===== src/rtl/memory_access.sv =====
// ---------------------------------------------------------------------------
// memory_access
//
// Pipeline memory stage placed directly after the execute stage. It runs the
// data-memory request/ready handshake for loads and stores, lines store data
// up with the addressed byte lanes, extends load data and registers the
// result for writeback. While an access waits on memory, mem_stall is raised
// so that the upstream stages hold their outputs.
//
// Ports
//   clk, rst        pipeline clock, synchronous active-high reset
//   alu_result      execute result, also the effective load/store address
//   rs2E            store data
//   write_regE      instruction writes a register
//   info_loadE      load type (0 none, 1 LB, 2 LH, 3 LW, 4 LBU, 5 LHU)
//   info_storeE     store type (0 none, 1 SB, 2 SH, 3 SW)
//   dstreg_addrE    destination register
//   dmem_*          data-memory request/response handshake
//   mem_stall       combinational hold request to the upstream stages
//   misalign_err    registered one-cycle pulse on a misaligned access
//   wb_data, write_regM, dstreg_addrM   registered outputs to writeback
// ---------------------------------------------------------------------------
module memory_access (
  input  logic        clk,
  input  logic        rst,
  input  logic [31:0] alu_result,
  input  logic [31:0] rs2E,
  input  logic        write_regE,
  input  logic [2:0]  info_loadE,
  input  logic [1:0]  info_storeE,
  input  logic [4:0]  dstreg_addrE,
  output logic        dmem_req,
  output logic        dmem_we,
  output logic [31:0] dmem_addr,
  output logic [3:0]  dmem_be,
  output logic [31:0] dmem_wdata,
  input  logic [31:0] dmem_rdata,
  input  logic        dmem_ready,
  output logic        mem_stall,
  output logic        misalign_err,
  output logic [31:0] wb_data,
  output logic        write_regM,
  output logic [4:0]  dstreg_addrM
);

  typedef enum logic {IDLE, WAIT} state_t;

  state_t state, state_next;

  logic        is_store;
  logic        is_load;
  logic        aligned;
  logic        access_ok;
  logic        misaligned;
  logic [7:0]  ld_byte;
  logic [15:0] ld_half;
  logic [31:0] ld_data;

  // Decode the access. A store takes priority, so a load code is ignored
  // whenever a store is also present. Codes 6 and 7 are not loads. Byte
  // accesses are always aligned; halves need bit 0 clear, words need both
  // low bits clear. A misaligned access never reaches memory.
  always_comb begin
    is_store = (info_storeE != 2'd0);
    is_load  = !is_store && (info_loadE >= 3'd1) && (info_loadE <= 3'd5);
    aligned  = 1'b1;
    if (is_store) begin
      case (info_storeE)
        2'd2:    aligned = !alu_result[0];
        2'd3:    aligned = (alu_result[1:0] == 2'b00);
        default: aligned = 1'b1;
      endcase
    end else if (is_load) begin
      case (info_loadE)
        3'd2, 3'd5: aligned = !alu_result[0];
        3'd3:       aligned = (alu_result[1:0] == 2'b00);
        default:    aligned = 1'b1;
      endcase
    end
    access_ok  = (is_store || is_load) && aligned;
    misaligned = (is_store || is_load) && !aligned;
  end

  // Memory request and store lane alignment. The upstream stages hold their
  // outputs while stalled, so the request stays identical across wait
  // states without any local capture. Reset suppresses request and stall.
  always_comb begin
    dmem_req   = access_ok && !rst;
    mem_stall  = access_ok && !dmem_ready && !rst;
    dmem_we    = is_store;
    dmem_addr  = {alu_result[31:2], 2'b00};
    dmem_be    = 4'b1111;
    dmem_wdata = rs2E;
    case (info_storeE)
      2'd1: begin
        dmem_be    = 4'b0001 << alu_result[1:0];
        dmem_wdata = {4{rs2E[7:0]}};
      end
      2'd2: begin
        dmem_be    = 4'b0011 << alu_result[1:0];
        dmem_wdata = {2{rs2E[15:0]}};
      end
      default: begin
        dmem_be    = 4'b1111;
        dmem_wdata = rs2E;
      end
    endcase
  end

  // Pick the addressed byte or half out of the read word and extend it.
  always_comb begin
    ld_byte = dmem_rdata[{alu_result[1:0], 3'b000} +: 8];
    ld_half = dmem_rdata[{alu_result[1], 4'b0000} +: 16];
    case (info_loadE)
      3'd1:    ld_data = {{24{ld_byte[7]}}, ld_byte};
      3'd2:    ld_data = {{16{ld_half[15]}}, ld_half};
      3'd4:    ld_data = {24'd0, ld_byte};
      3'd5:    ld_data = {16'd0, ld_half};
      default: ld_data = dmem_rdata;
    endcase
  end

  // Handshake state register.
  always_ff @(posedge clk) begin
    if (rst) begin
      state <= IDLE;
    end else begin
      state <= state_next;
    end
  end

  // IDLE moves to WAIT when an access is not accepted in its first cycle;
  // WAIT returns to IDLE on the cycle memory answers. A WAIT with no access
  // presented cannot normally happen, but falls back to IDLE to be safe.
  always_comb begin
    state_next = state;
    case (state)
      IDLE: begin
        if (access_ok && !dmem_ready) begin
          state_next = WAIT;
        end
      end
      WAIT: begin
        if (!access_ok || dmem_ready) begin
          state_next = IDLE;
        end
      end
      default: state_next = IDLE;
    endcase
  end

  // Writeback register. A stall inserts a bubble while holding data and
  // destination. A completing load registers the extended data. Everything
  // else passes the ALU result through, with stores and misaligned accesses
  // never writing a register.
  always_ff @(posedge clk) begin
    if (rst) begin
      wb_data      <= 32'd0;
      write_regM   <= 1'b0;
      dstreg_addrM <= 5'd0;
      misalign_err <= 1'b0;
    end else begin
      misalign_err <= misaligned;
      if (mem_stall) begin
        write_regM <= 1'b0;
      end else if (access_ok && is_load) begin
        wb_data      <= ld_data;
        write_regM   <= write_regE;
        dstreg_addrM <= dstreg_addrE;
      end else begin
        wb_data      <= alu_result;
        write_regM   <= write_regE && !is_store && !misaligned;
        dstreg_addrM <= dstreg_addrE;
      end
    end
  end

endmodule


===== config.mk =====
export PLATFORM = sky130hd
export DESIGN_NAME = memory_access
export DESIGN_NICKNAME = d
export VERILOG_FILES = /design/src/rtl/memory_access.sv
export SDC_FILE = /design/constraint.sdc
export NUM_CORES = 1
export LEC_CHECK = 0
export CORE_UTILIZATION = 38
export CTS_CLUSTER_SIZE = 12
export DETAILED_ROUTE_END_ITERATION = 10
export GPL_TIMING_DRIVEN = 1
export HOLD_SLACK_MARGIN = 0.15
export PLACE_DENSITY = 0.87
export REMOVE_ABC_BUFFERS = 1
export SLEW_MARGIN = 5
export SYNTH_ARGS = -nofsm -noshare
export SYNTH_HDL_FRONTEND = slang
export SYNTH_SLANG_ARGS = --single-unit

===== constraint.sdc =====
create_clock -name clk -period 2 [get_ports clk]
set_input_delay 0.3 -clock clk [delete_from_list [all_inputs] [get_ports clk]]
set_output_delay 0.3 -clock clk [all_outputs]
set_load 0.05 [all_outputs]

==> impl.org <==
** Floorplanning
- Core footprint :: 9150 µm²
- In this run the core area contains 35 standard-cell rows.
- For this design the top-level I/O count stands at 220.
- For this configuration, the core starts out at a cell density of 39.0%.
- Horiz. Die Dim :: approximately 99 µm
- The die is ~99 µm tall.
- The die covers 9800 µm².

** Power and ir drop
- VDD sags by at most between 300 and 400 µV.
- The completed layout was analyzed and its total power is 3.86 mW.
- Leakage power figure :: 2.78 nW
- Power per Cell Area :: ~570 nW/µm²

** Layout
- Layout Area Growth over Synthesis :: 89.1%
- With fillers left out, the area of the finished cells amounts to around 6800 µm².
- After the last flow step, the layout net total stands at 780.
- In the final layout, the share of cells above drive strength 1 is approximately a third.
- Most used cells in the layout excluding fill and tap cells :: sky130_fd_sc_hd__clkdlybuf4s50_1 (140), sky130_fd_sc_hd__buf_4 (70), sky130_fd_sc_hd__buf_12 (60)
- After filler insertion, the fill cell instance count of the layout stands at 609.
- Most frequent standard cell in the layout excluding fill and tap cells :: sky130_fd_sc_hd__clkdlybuf4s50_1

** STA
- Post-layout worst setup margin :: -0.0128 ns
- The worst pin sits at a relative slew slack of 62.7%.
- Share of the clock period used by the worst path :: 101%
- The final count of pins violating max slew was 0.
- At the pin with the least slew margin, the transition time is 0.558 ns.
- The hold violation total from the final report is 0.
- For this run, the top clock speed supported by timing is 497 MHz.
- Min Clock Period, post-route :: roughly 2.0 ns
- Setup repair after global routing could not meet its margin everywhere.
- Worst-case clock skew :: 0 ns
- Setup violations remaining at the end of the flow were counted as 1.

** Critical path
- Startpoint types :: input port
- The setup check on the worst reg-to-reg path leaves a slack of ~1.2 ns.
- The worst setup path is captured at an output pin.
- The worst register-to-register path ends at wb_data[20].
- Required time reported for the critical path endpoint :: 1.70 ns
- R2R depth :: 2
- Data arrives at the worst endpoint at 1.71 ns.
- Walking the worst path, the cells encountered are dlygate4sd2_1, buf_4, ha_4, buf_4, a22oi_1, a21oi_2, buf_12.
- Among the stages of the critical path, the cell type that occurs most often is sky130_fd_sc_hd__buf_4.
- CP Max Fanout :: 5
- Delay of the slowest cell on the worst path :: ~0.35 ns
- Instance count on the critical path :: 7
- The startpoint identified for the worst register-to-register timing path is wb_data[20].
- Counting both buffers and inverters, the worst setup path holds a total of 4.
- Standard cell with the maximum stage delay on the critical path :: sky130_fd_sc_hd__a22oi_1
- End of the critical path :: dmem_wdata[31]
- The critical path is of the input port to output pin type.
- Top cell family by delay on the critical path :: buffers and inverters
- Tracing the worst setup path back leads to its startpoint at info_storeE[0].

** Synth
- Synthesis handed over a netlist of 455 instances.
- In the synthesized netlist the async set-or-reset flop fraction comes to 0%.
- Averaged over all synthesized cells, the footprint is 7.85 µm².
- Post-synth EDFFs :: 0
- Area fraction of the dominant cell type after synthesis :: 21.8%
- Among all flip-flop cells after synthesis, the most frequent one is sky130_fd_sc_hd__dfxtp_1.
- Counting flops and latches in the post-synthesis netlist gives 39.
- The Yosys step of the flow raised 0 warnings.
- Unique masters post-synth :: 65
- Cell accounting for the most synthesized area :: sky130_fd_sc_hd__dfxtp_1
- Sequential cells were found to cover 21.8% of the synthesized design area.
- Synthesized cell area :: 3570 µm²
- Top area cells in the synthesized netlist :: sky130_fd_sc_hd__dfxtp_1 (22%), sky130_fd_sc_hd__buf_4 (9.2%), sky130_fd_sc_hd__nand2_1 (5.9%)

** Global route
- The via count of the first global-routing pass came to 4500.
- The number of antenna violations at the first check in global routing is 2.
- Overall track demand over capacity in global routing :: 29.3%
- Pin count of the biggest net entering global routing :: 38
- Wire length of the first global-routing pass :: 22700 µm
- Overflow left after global routing :: 0

** CTS
- Number of H-tree levels :: 2
- The number of hold buffers added after CTS was 0.
- Largest buffer count on any clock path :: 2
- TritonCTS built the clock tree.
- In this run the clock root is driven by a sky130_fd_sc_hd__clkbuf_8.
- Counting every sink on the clock net gives 39.
- Clock latency on the worst-skew pair :: 0.29 ns
- CTS clk-pin slew, worst paths :: ~0.080 ns
- The number of clock buffers added by TritonCTS is 5.

** Hold path
- The worst hold path was traced through 2 stages.
- Hold crit path type :: input port to flop

** Routing
- DR DRC count :: 0
- Antenna Nets Post-Route :: 0
- After detailed routing, the number of vias per cell comes to 5.78.
- Iteration-0 DRC Markers :: 266
- In the final routed layout, each cell accounts on average for 19.4 µm.
- Before antenna repair, the detailed router went through 5 iterations.
- Total wire length after detailed routing :: 15100 µm
- The final route contains roughly 4500 vias.

** Placement
- Buffers placed on the I/O ports in this run total 217.
- Weighted congestion at the end of routability-driven global placement :: 1.06
- Timing analysis after detailed placement gives a worst setup slack of -0.451 ns.
- Post-detailed-placement cell area :: 6390 µm²
- Estimated wirelength of the detail-placed design :: 11500 µm

** Job
- Reported max-cap violation count :: 0

** Run status
- The checks that failed: setup timing.
- The run finished, with violations left.
-- timing repair --
action / 4_1_cts / 5_1_grt
endpoints found under the setup margin: 50 / 31
gates resized for setup: 39 / 16
pin swaps: 10 / 4
setup buffers: 4 / 1
-- area by class of cell --
cell class / instances / area (µm²) / share of cell area, %
diodes: 2 / 5.00 / 0.0741
clock buffers: 5 / 68.8 / 1.02
repair buffers: 286 / 3290 / 48.7
clock inverters: 3 / 43.8 / 0.648
flip-flops and latches: 39 / 781 / 11.6
inverters: 24 / 90.1 / 1.33
multi-input cells: 310 / 2340 / 34.6
well taps: 111 / 139 / 2.06
-- synthesized netlist by cell type, drive strengths merged, types with 12 or more instances --
| cell type | number |
|---|---|
| dfxtp | 39 |
| a21oi | 34 |
| o2bb2ai | 16 |
| a211oi | 18 |
| inv | 23 |
| nor2 | 40 |
| o211ai | 14 |
| nand2 | 56 |
| nand3 | 12 |
| a32oi | 17 |
| clkbuf | 16 |
| buf | 67 |
-- metal layers --
layer / vias to the layer above / share of wire (%) / track usage [%]
met4: 0 / 4.2 / 14.7
met3: 55 / 6.4 / 4.82
met2: 262 / 52 / 51.9
li1: 2037 / - / -
met5: - / 0 / 0
met1: 2154 / 38 / 34.0
-- per-stage QoR --
step	instances	hold slack [ns]	TNS [ns]	util [%]
4_1_cts	777	0.367	0	73.0
5_1_grt	780	0.376	-0.0554	73.8
2_1_floorplan	373	0.365	-16.51	-
3_3_place_gp	765	0.441	-15.47	69.8
3_5_place_dp	765	0.452	-20.57	69.8
6_report	780	0.373	-0.0128	73.8
-- how the worst min path moves through the flow --
| stage | from | endpoint | slack (ns) |
|---|---|---|---|
| 2_1_floorplan | rst | wb_data[0] | 0.36 |
| 3_3_place_gp | dstreg_addrM[4] | dstreg_addrM[4] | 0.44 |
| 3_5_place_dp | dstreg_addrM[1] | dstreg_addrM[1] | 0.45 |
| 4_1_cts | rst | dstreg_addrM[4] | 0.37 |
| 5_1_grt | rst | dstreg_addrM[4] | 0.38 |
| 6_report | rst | dstreg_addrM[4] | 0.37 |
-- cell families (layout without fill, tap and decap cells) --
group                      after synthesis  in the layout  share of synthesized area, %
AOI/OAI and AO/OA                      157            157                          36.5
and+or+nand+nor                        135            135                          18.2
buffers and inverters                  107            318                          18.0
DFF                                     39             39                          21.8
muxes                                   11             11                          3.50
adders and majority gates                4              4                          1.40
other                                    1              4                         0.105
xor gates and xnor gates                 1              1                         0.455
-- registers in the layout, indices dropped and copies added, names as in the netlist --
signal,flops
dstreg_addrM,5
misalign_err,1
wb_data,32
write_regM,1
-- power by group --
part	switching, mW	internal [mW]	total [mW]	leakage [nW]
registers	0.0375	0.845	0.883	0.324
logic	1.30	1.01	2.31	2.39
clock network	0.291	0.372	0.663	0.0581
total	1.63	2.23	3.86	2.78
Power figures use the tool's default switching activity.
